==> config.mk <==
export PLATFORM = sky130hd
export DESIGN_NAME = channel_pipelined_adds
export DESIGN_NICKNAME = d
export VERILOG_FILES = /design/src/rtl/channel_adds_pkg.sv /design/src/rtl/add_stage.sv /design/src/rtl/channel_pipelined_adds.sv
export SDC_FILE = /design/constraint.sdc
export NUM_CORES = 1
export LEC_CHECK = 0
export CORE_ASPECT_RATIO = 0.7
export CORE_MARGIN = 4
export CORE_UTILIZATION = 37
export CTS_CLUSTER_SIZE = 14
export DETAILED_ROUTE_END_ITERATION = 12
export GPL_TIMING_DRIVEN = 0
export PLACE_DENSITY = 0.86
export SKIP_LAST_GASP = 1
export SYNTH_ARGS = -nofsm -noshare
export SYNTH_HDL_FRONTEND = slang
export SYNTH_SLANG_ARGS = --single-unit
==> constraint.sdc <==
create_clock -name clk -period 1.9 [get_ports clk]
set_clock_uncertainty 0.1 [all_clocks]
set_input_delay 0.38 -clock clk [delete_from_list [all_inputs] [get_ports clk]]
set_output_delay 0.38 -clock clk [all_outputs]
set_load 0.02 [all_outputs]
==> src/rtl/channel_adds_pkg.sv <==
`default_nettype none
// ============================================================================
// Module   : channel_adds_pkg
// Purpose  : Shared defaults and types for the channel_pipelined_adds block.
//            Optional feature macro: CHANNEL_PIPELINED_ADDS_OUT_VALID_EN
//            (consumed by the top level, listed here for visibility).
// Contents : WIDTH, NUM_STAGES and STAGE_INC defaults, the word_t data type,
//            and a helper giving the total constant added by the chain.
// Revision : 1.0 - initial release
// ============================================================================
package channel_adds_pkg;

  localparam int WIDTH      = 16;
  localparam int NUM_STAGES = 2;
  localparam int STAGE_INC  = 1;

  typedef logic [WIDTH-1:0] word_t;

  // Total constant contributed by a chain of increment stages.
  function automatic int total_inc(input int stages, input int inc);
    return stages * inc;
  endfunction

endpackage : channel_adds_pkg
`default_nettype wire

==> src/rtl/add_stage.sv <==
`default_nettype none
// ============================================================================
// Module   : add_stage
// Purpose  : One combinational increment stage: out = in + STAGE_INC,
//            modulo 2^WIDTH (carry out is dropped on purpose).
// Ports    : in_word  - input word
//            out_word - incremented word
// Revision : 1.0 - initial release
// ============================================================================
module add_stage
  import channel_adds_pkg::*;
#(
  parameter int WIDTH     = channel_adds_pkg::WIDTH,
  parameter int STAGE_INC = channel_adds_pkg::STAGE_INC
) (
  input  logic [WIDTH-1:0] in_word,
  output logic [WIDTH-1:0] out_word
);

  localparam logic [WIDTH-1:0] INC_W = WIDTH'(STAGE_INC);

  assign out_word = in_word + INC_W;

endmodule : add_stage
`default_nettype wire

==> src/rtl/channel_pipelined_adds.sv <==
`default_nettype none
// ============================================================================
// Module   : channel_pipelined_adds
// Purpose  : Adds NUM_STAGES*STAGE_INC (2 by default) to each valid input
//            word through a chain of combinational increment stages and
//            captures the sum in an output register. The register holds
//            the last accepted sum while the channel is idle.
// Macro    : CHANNEL_PIPELINED_ADDS_OUT_VALID_EN - adds a registered
//            out_valid port that pulses after each accepting edge.
// Ports    : clk       - system clock, rising edge
//            rst       - synchronous active-high reset
//            in_valid  - channel valid, only bit 0 is used
//            in_data   - channel data word
//            result    - registered sum of the last accepted word
//            out_valid - (macro only) result was updated on the last edge
// Revision : 1.0 - initial release
// ============================================================================
module channel_pipelined_adds
  import channel_adds_pkg::*;
#(
  parameter int WIDTH      = channel_adds_pkg::WIDTH,
  parameter int NUM_STAGES = channel_adds_pkg::NUM_STAGES,
  parameter int STAGE_INC  = channel_adds_pkg::STAGE_INC
) (
  input  logic             clk,
  input  logic             rst,
  input  logic [15:0]      in_valid,
  input  logic [WIDTH-1:0] in_data,
`ifdef CHANNEL_PIPELINED_ADDS_OUT_VALID_EN
  output logic             out_valid,
`endif
  output logic [WIDTH-1:0] result
);

  // chain[0] is the raw input, chain[NUM_STAGES] the fully incremented sum.
  logic [WIDTH-1:0] chain [0:NUM_STAGES];
  logic             accept;

  // Upper valid bits carry no meaning for this channel.
  logic unused_valid_hi;
  assign unused_valid_hi = ^in_valid[15:1];

  assign accept   = in_valid[0];
  assign chain[0] = in_data;

  generate
    for (genvar i = 0; i < NUM_STAGES; i++) begin : g_stage
      add_stage #(
        .WIDTH     (WIDTH),
        .STAGE_INC (STAGE_INC)
      ) u_add_stage (
        .in_word  (chain[i]),
        .out_word (chain[i+1])
      );
    end
  endgenerate

  // Reset wins over valid; when idle the data input is never looked at,
  // so an undriven in_data cannot leak into result.
  always_ff @(posedge clk) begin
    if (rst) begin
      result <= '0;
    end else if (accept) begin
      result <= chain[NUM_STAGES];
    end
  end

`ifdef CHANNEL_PIPELINED_ADDS_OUT_VALID_EN
  always_ff @(posedge clk) begin
    if (rst) begin
      out_valid <= 1'b0;
    end else begin
      out_valid <= accept;
    end
  end
`endif

endmodule : channel_pipelined_adds
`default_nettype wire

## Word-level counts from Yosys, hierarchy flattened

Cells that the tools add are included.

- Register bits after elaboration: 16
- Logic and storage cells: 3

- Add/subtract/negate cells: 2

Operators by type and width:

| operator | number |
|---|---|
| 16-bit by 1-bit adder with 16-bit output (second input constant) | 2 |

## Logic depth before layout (Yosys ltp)

Gate-level depths: netlist of the first run.

- Depth after elaboration: 2
- Gate-level depth with buffers: 4

## Cells and area by module

Synthesis of the first run repeated with hierarchy kept, for this count alone.

- Cells, all modules: 138
- Area, all modules: 1176.1 um2

Modules (own cells, without submodules):

| module | instances | cells an instance | area each (um2) |
|---|---|---|---|
| add_stage | 2 | 43 | 297.8 |
| channel_pipelined_adds | 1 | 52 | 580.6 |

## Least setup slack after synthesis of the first run

OpenSTA, ideal clock, no wires.

- Path kind: input to register
- Start point: in in_data[1]
- End point: reg result[15]
- Library setup time: 112 ps
- Data arrival time: 1366 ps
- Required time: 1688 ps
- Slack: 322 ps
- Cell stages on the path: 4
- Buffers on the path: 0
- Cells stage by stage: ha_1 > nand2_1 > o41a_1 > a2111oi_1

- Cells in the longest elaborated chain, start to end: 2

RTL lines:

| element | RTL line | text |
|---|---|---|
| from (decl) | channel_pipelined_adds.sv:28 | `input logic [WIDTH-1:0] in_data,` |
| 16-bit by 1-bit adder with 16-bit output (2 in a row) | add_stage.sv:22 | `assign out_word = in_word + INC_W;` |
| to (signal assigned) | channel_pipelined_adds.sv:64 | `result <= chain[NUM_STAGES];` |
| to (decl) | channel_pipelined_adds.sv:32 | `output logic [WIDTH-1:0] result` |

No other way between the ends.
A chain may end at the register's enable or synchronous reset.

## Worst setup path in the final report of the first run

- Start point: in in_data[6]
- End point: reg result[14]

The elaborated chain is that of the path after synthesis.

==> summary.md, run 1 <==
| Metric | Value |
|---|---|
| Core outline area | `2190 um2` |
| Final total negative setup slack | `0 ns` |
| P&R area growth vs syn | `52.51%` |
| Unique masters post-synth | `28` |
| Critical path fanouts, max | `10` |
| Chip Width | `roughly 66 um` |
| Status | `completed` |
| CTS tree | `done` |
| Total GRT Usage | `0.1604` |
| Ranking of synthesized cells by instance count | `16 x dfxtp_1, 16 x nor2_1, 7 x nand3_1` |
| Async set-reset flop share out of synthesis | `0` |
| Number of design-rule violations left by the first detailed-router iteration | `between 40 and 50` |
| Synthesized area divided by synthesized cell count | `~8.6 um2` |
| Maximum number of pins on one net before global-route repair | `11` |
| Ant diodes | `0` |
| Final worst-path cycle share | `0.9655` |
| CP cell instances | `clkdlybuf4s50_1 > nand4_4 > buf_2 > nor4_1 > a2111oi_2` |
| Max clock buf depth | `2` |
| Path type of the worst setup path | `primary input to register` |
| Proportion of layout cells with a drive suffix above 1 | `0.1007` |
| Number of antenna-violating nets in the routed design | `0` |
| Worst stage delay on the critical path | `about 0.55 ns` |
| DRC viols | `0` |
| Vertical die dimension | `just under 50 um` |
| Endpoint type of the worst setup path | `register` |
| Routability congestion estimate | `between 0.8 and 0.9` |
| Sequential share of the synthesized area | `0.3673` |
| Register containing the most flip-flops in the final layout | `result` |
| Post-synthesis instance total | `slightly above 100` |
| Number of buffers inserted during clock tree synthesis | `3` |
| Final Net Count | `175` |
| Final Max Tran Viols | `0` |
| Sinks on Clock Net | `16` |
| Number of levels the H-tree was split into | `1` |
| Post-DR wirelength/cell | `14.26 um` |
| Sort of element at the start of the critical path | `primary input` |
| Number of failing setup endpoints in the final timing report | `0` |
| Biggest registers after layout | `result: 16 flops` |
| FMAX | `between 0.5 and 0.6 GHz` |
| Number of global-route vias before repair | `898` |
| Max_slew headroom | `0.6892` |
| Number of cell rows | `14` |
| Max-cap violations | `0` |
| Area of the die | `around 3200 um2` |
| Clk pin slew, worst setup/hold paths | `~0.080 ns` |
| PortBufs | `34` |
| CTS Root Buffer Type | `clkbuf_4` |
| Buf/Inv on CP | `2` |
| Total of hold buffers inserted after clock tree synthesis | `0` |
| Transition time of the tightest slew-check pin | `0.4662 ns` |
| Path category of the worst min-delay check | `register to register` |
| Required @ worst endpoint | `about 2.0 ns` |
| Wire length of the first global-routing pass | `between 4 and 5 mm` |
| Clock latency on the worst-skew pair | `0.29 ns` |
| Post-DR vias/cell | `around 5.5` |
| Final number of hold-violating endpoints | `0` |
| Clock period minus final worst setup slack | `between 1.5 and 2 ns` |
| Primary flip-flop cell chosen by synthesis mapping | `dfxtp_1` |
| Routed via count | `~950` |
| # IOs | `50` |
| Fraction of post-synthesis cell area in the top cell type by area | `0.3673` |
| Largest cells by area after synthesis | `dfxtp_1 37%, nor2_1 6.9%, a311oi_1 6.0%, nand3_1 4.0%, o41a_1 3.9%` |
| Initial antenna violation count | `0` |
| Total of flip-flops plus latches after synthesis | `16` |
| HPWL after detailed placement | `1.782 mm` |
| Pwr Density | `615.5 nW/um2` |
| Total power consumption of the routed design | `just over 0.8 mW` |
| Largest vdd supply drop | `between 300 and 400 uV` |
| Fill cell count | `between 150 and 200` |
| Area leader, netlist | `dfxtp_1` |
| Post-synth EDFFs | `0` |
| Gate family responsible for the most delay along the worst path | `buffers and inverters` |
| Number of synthesis warnings | `0` |
| Arrival time at the worst endpoint | `around 1.9 ns` |
| Unrepaired setup endpoints after global routing | `true` |
| Net count of the mapped netlist | `roughly 140` |
| Drt first pass iters | `4` |
| Post-synthesis instance area | `approximately 870 um2` |
| Library cell contributing the largest single delay on the critical path | `clkdlybuf4s50_1` |
| Starting density of the core | `0.3983` |
| Leakage power summed over all cells | `0.4672 nW` |
| Largest register FFs | `16` |
| Remaining global-route overflow | `0` |
| Total length of routed wires | `~2.4 mm` |
==> layer usage <==
layer / up-vias / wire [um] / global-route usage
met4: 0 / 36 / 0.05743
li1: 474 / - / -
met1: 431 / 1102 / 0.1969
met2: 39 / 1120 / 0.2479
met5: - / 0 / 0
met3: 4 / 179 / 0.06944
==> layout make-up <==
| class | instances | area, um2 | share of cell area |
|---|---|---|---|
| flip-flops and latches | 16 | 320.3 | 0.2408 |
| well taps | 32 | 40.04 | 0.03010 |
| multi-input cells | 77 | 558.0 | 0.4196 |
| repair buffers | 34 | 341.6 | 0.2568 |
| inverters | 3 | 11.26 | 0.008467 |
| clock buffers | 4 | 36.28 | 0.02728 |
| plain buffers | 5 | 22.52 | 0.01693 |
==> cell usage in the layout, fill, tap and decap left out, types with 3 or more instances in the layout <==
| cell type | synthesis | layout |
|---|---|---|
| dfxtp_1 | 16 | 16 |
| inv_1 | 3 | 3 |
| a311oi_1 | 6 | 6 |
| nand3_1 | 7 | 6 |
| nor2b_1 | 3 | 3 |
| and2_1 | 3 | 3 |
| nor2_1 | 16 | 16 |
| clkbuf_4 | 0 | 3 |
| dlygate4sd2_1 | 0 | 3 |
| o21ai_0 | 3 | 3 |
| o31ai_1 | 3 | 3 |
| o41a_1 | 3 | 3 |
| nand2_1 | 5 | 4 |
| clkdlybuf4s50_1 | 0 | 29 |
| nor4_1 | 5 | 5 |
| a211oi_1 | 4 | 4 |
| or4_1 | 3 | 3 |
==> per-stage QoR <==
stage | hold WS [ns] | instance area [um2] | worst slack, ns | cells | utilization
2_1_floorplan | 0.3521 | 872.1 | 0.3220 | 101 | -
3_3_place_gp | 0.3722 | 1252 | -0.4285 | 167 | 0.5720
3_5_place_dp | 0.3717 | 1252 | -0.4427 | 167 | 0.5720
4_1_cts | 0.3843 | 1314 | 0.002741 | 171 | 0.6000
5_1_grt | 0.4196 | 1330 | -0.03831 | 171 | 0.6074
6_report | 0.3812 | 1330 | 0.06555 | 171 | 0.6074
==> where the power goes <==
part	switching, mW	leakage [nW]	internal (mW)	total, mW
registers	0.0118	0.133	0.359	0.371
clock network	0.106	0.0210	0.117	0.222
logic	0.117	0.313	0.109	0.225
==> worst paths after layout <==
path | start | to | slack, ns | cells past startpoint
max | in_data[6] | result[14]$_SDFFE_PP0P_ | 0.07 | 5
min | result[12]$_SDFFE_PP0P_ | result[12]$_SDFFE_PP0P_ | 0.38 | 2
max reg2reg | result[15]$_SDFFE_PP0P_ | result[15]$_SDFFE_PP0P_ | 0.96 | 2
min reg2reg | result[12]$_SDFFE_PP0P_ | result[12]$_SDFFE_PP0P_ | 0.38 | 2
==> timing repair <==
item	in CTS	in global routing
pin swaps	0	0
endpoints found under the setup margin	5	14
buffers inserted	0	0
gates resized for setup	8	5
==> worst min-delay path: cells and delay by family, from the launching register on <==
family	cells	cell delay, ns
flip-flops	1	0.32
AND/OR/NAND/NOR	2	0.13
==> kinds of logic (layout without fill, tap and decap cells) <==
kind of cell             count (synthesis)  count (layout)  synth area share
AO/OA/AOI/OAI                           23              23            0.2224
XOR/XNOR                                 3               3           0.03013
adder cells (fa/ha/maj)                  1               1           0.01434
buffers and inverters                    8              46           0.03730
flip-flops                              16              16            0.3673
multiplexers                             2               2           0.02296
AND/OR/NAND/NOR                         48              48            0.3056
(Power assumes the default switching activity.)
==> inputs of run 2 (changes only) <==
- CORE_MARGIN: 4 -> 5
- GPL_TIMING_DRIVEN: 0 -> not set
==> summary.md, run 2 (synthesis results as in run 1) <==
| Metric | Value |
|---|---|
| PortBufs | `34 (unchanged)` |
| Transition time of the tightest slew-check pin | `0.3967 ns (-0.06955 ns)` |
| Leakage power summed over all cells | `0.5699 nW (+22%)` |
| CP cell instances | `clkdlybuf4s50_1 > nand4_4 > o41a_1 > a2111oi_1` |
| Critical path fanouts, max | `7 (-3)` |
| Register containing the most flip-flops in the final layout | `result` |
| Buf/Inv on CP | `1 (-1)` |
| Clock period minus final worst setup slack | `1.870 ns (+0.03599 ns)` |
| Reg-to-reg startpoint | `result[13]$_SDFFE_PP0P_` |
| Vertical die dimension | `50.62 um (+4.1%)` |
| Status | `completed` |
| Seq. cell area | `320.3 um2 (unchanged)` |
| Total of hold buffers inserted after clock tree synthesis | `0 (unchanged)` |
| Worst stage delay on the critical path | `0.58 ns (+0.03 ns)` |
| Pwr Density | `574.8 nW/um2 (-6.6%)` |
| Number of design-rule violations left by the first detailed-router iteration | `62 (+41%)` |
| DP Area | `1419 um2 (+13%)` |
| Wire length of the first global-routing pass | `4.119 mm (+1.5%)` |
| Post-DR wirelength/cell | `15.14 um (+6.2%)` |
| Final Max Tran Viols | `0 (unchanged)` |
| Area of the multi-input gates | `541.8 um2 (-2.9%)` |
| CTS Root Buffer Type | `clkbuf_4` |
| Arrival time at the worst endpoint | `1.94 ns (+0.06 ns)` |
| FMAX | `0.5346 GHz (-1.9%)` |
| Share of the core filled with cells | `0.6774 (+0.07001)` |
| Number of failing setup endpoints in the final timing report | `0 (unchanged)` |
| Post-DR vias/cell | `5.515 (-0.51%)` |
| Library cell contributing the largest single delay on the critical path | `clkdlybuf4s50_1` |
| Gate family responsible for the most delay along the worst path | `compound AO/OA/AOI/OAI gates` |
| Max-cap violations | `0 (unchanged)` |
| Number of levels the H-tree was split into | `1 (unchanged)` |
| Proportion of layout cells with a drive suffix above 1 | `0.2284 (+0.1277)` |
| Final worst-path cycle share | `0.9844 (+0.01894)` |
| Total GRT Usage | `0.1554 (-0.005047)` |
| Final number of hold-violating endpoints | `0 (unchanged)` |
| Clk pin slew, worst setup/hold paths | `0.10 ns (+0.02 ns)` |
| Total power consumption of the routed design | `0.8595 mW (+5.0%)` |
| Number of buffers inserted during clock tree synthesis | `3 (unchanged)` |
| Largest vdd supply drop | `420.9 uV (+39%)` |
| Core outline area | `2207 um2 (+0.80%)` |
| CTS tree | `done` |
| Number of cells in the finished layout apart from fillers | `194 (+13%)` |
| Maximum number of pins on one net before global-route repair | `16 (+5)` |
| P&R area growth vs syn | `71.45%` |
| Most frequent standard cell in the layout excluding fill and tap cells | `clkdlybuf4s50_1` |
| DRC viols | `0 (unchanged)` |
| Max clock buf depth | `2 (unchanged)` |
| Drt first pass iters | `4 (unchanged)` |
| Number of global-route vias before repair | `920 (+2.4%)` |
| Path category of the worst min-delay check | `register to register` |
| Ant diodes | `0 (unchanged)` |
| Starting density of the core | `0.3951 (-0.003161)` |
| # placed instances | `187 (+12%)` |
| Final Net Count | `198 (+13%)` |
| Leading cell types in the layout, fill and taps excluded | `33 x clkdlybuf4s50_1, 27 x buf_4, 16 x nor2_1, 16 x dfxtp_1, 7 x nand3_1` |
| Largest register FFs | `16 (unchanged)` |
| Area of the die | `3443 um2 (+7.3%)` |
| Number of antenna-violating nets in the routed design | `0 (unchanged)` |
| Number of cell rows | `14 (unchanged)` |
| Total length of routed wires | `2.937 mm (+20%)` |
| Biggest registers after layout | `result: 16 flops` |
| Remaining global-route overflow | `0 (unchanged)` |
| Critical path origin | `in_data[4]` |
| Path type of the worst setup path | `primary input to register` |
| HPWL after detailed placement | `2.080 mm (+17%)` |
| Sort of element at the start of the critical path | `primary input` |
| # IOs | `50 (unchanged)` |
| Required @ worst endpoint | `1.97 ns (+0.02 ns)` |
| Fill cell count | `172 (-9.0%)` |
| Endpoint type of the worst setup path | `register` |
| Routability congestion estimate | `0.8195 (+0.22%)` |
| Routed via count | `1070 (+13%)` |
| Initial antenna violation count | `0 (unchanged)` |
| Sinks on Clock Net | `16 (unchanged)` |
| Clock latency on the worst-skew pair | `0.29 ns (about the same)` |
| Final instance area | `1495 um2 (+12%)` |
| Hold path startpoint | `result[1]$_SDFFE_PP0P_` |
| Chip Width | `68.03 um (+3.0%)` |
| Max_slew headroom | `0.7347 (+0.04554)` |
-- run 2: cell count changes in the layout (fill, tap and decap cells not counted), moves of 2 or more --
cell,change
buf_4,+27
clkdlybuf4s50_1,+4
nand4_2,+2
dlygate4sd2_1,-3
buf_2,-2
-- run 2: worst paths after layout --
check,to,slack [ns],cells past startpoint
max,result[13]$_SDFFE_PP0P_,0.03,4
min,result[1]$_SDFFE_PP0P_,0.38,2
max reg2reg,result[13]$_SDFFE_PP0P_,0.88,2
min reg2reg,result[1]$_SDFFE_PP0P_,0.38,2
-- run 2: worst min-delay path, cell delays in order, from the launching register on --
cell	delay (ns)
dfxtp_1	0.32
nor2_1	0.08
a211oi_1	0.05
-- run 2: power breakdown --
part | total (mW) | switching (mW) | internal (mW)
clock network | 0.227 | 0.110 | 0.117
registers | 0.372 | 0.0125 | 0.359
logic | 0.260 | 0.124 | 0.136
total | 0.859 | 0.247 | 0.612
-- run 2: per-stage QoR --
step | hold slack [ns] | setup WS [ns] | TNS (ns)
after floorplan | 0.3521 | 0.3220 | 0
after global placement | 0.3649 | -0.2516 | -1.616
after detailed placement | 0.3783 | -0.3012 | -2.027
after CTS | 0.3866 | 0.004904 | 0
after global routing | 0.4024 | -0.01242 | -0.01242
final | 0.3843 | 0.02956 | 0
-- run 2: layer usage --
metal,GRT usage,part of all wire
met5,0,0
met3,0.05134,0.078
met2,0.2672,0.52
met1,0.1801,0.39
met4,0.04950,0.018
-- run 2: layout make-up --
type | count | area share
repair buffers | 61 | 0.3649
multi-input cells | 78 | 0.3623
inverters | 3 | 0.007531
clock buffers | 4 | 0.02427
well taps | 32 | 0.02678
flip-flops and latches | 16 | 0.2142
-- run 2: repair_timing --
item,4_1_cts,5_1_grt
setup buffers,0,2
gates resized for setup,0,4
endpoints found under the setup margin,0,6
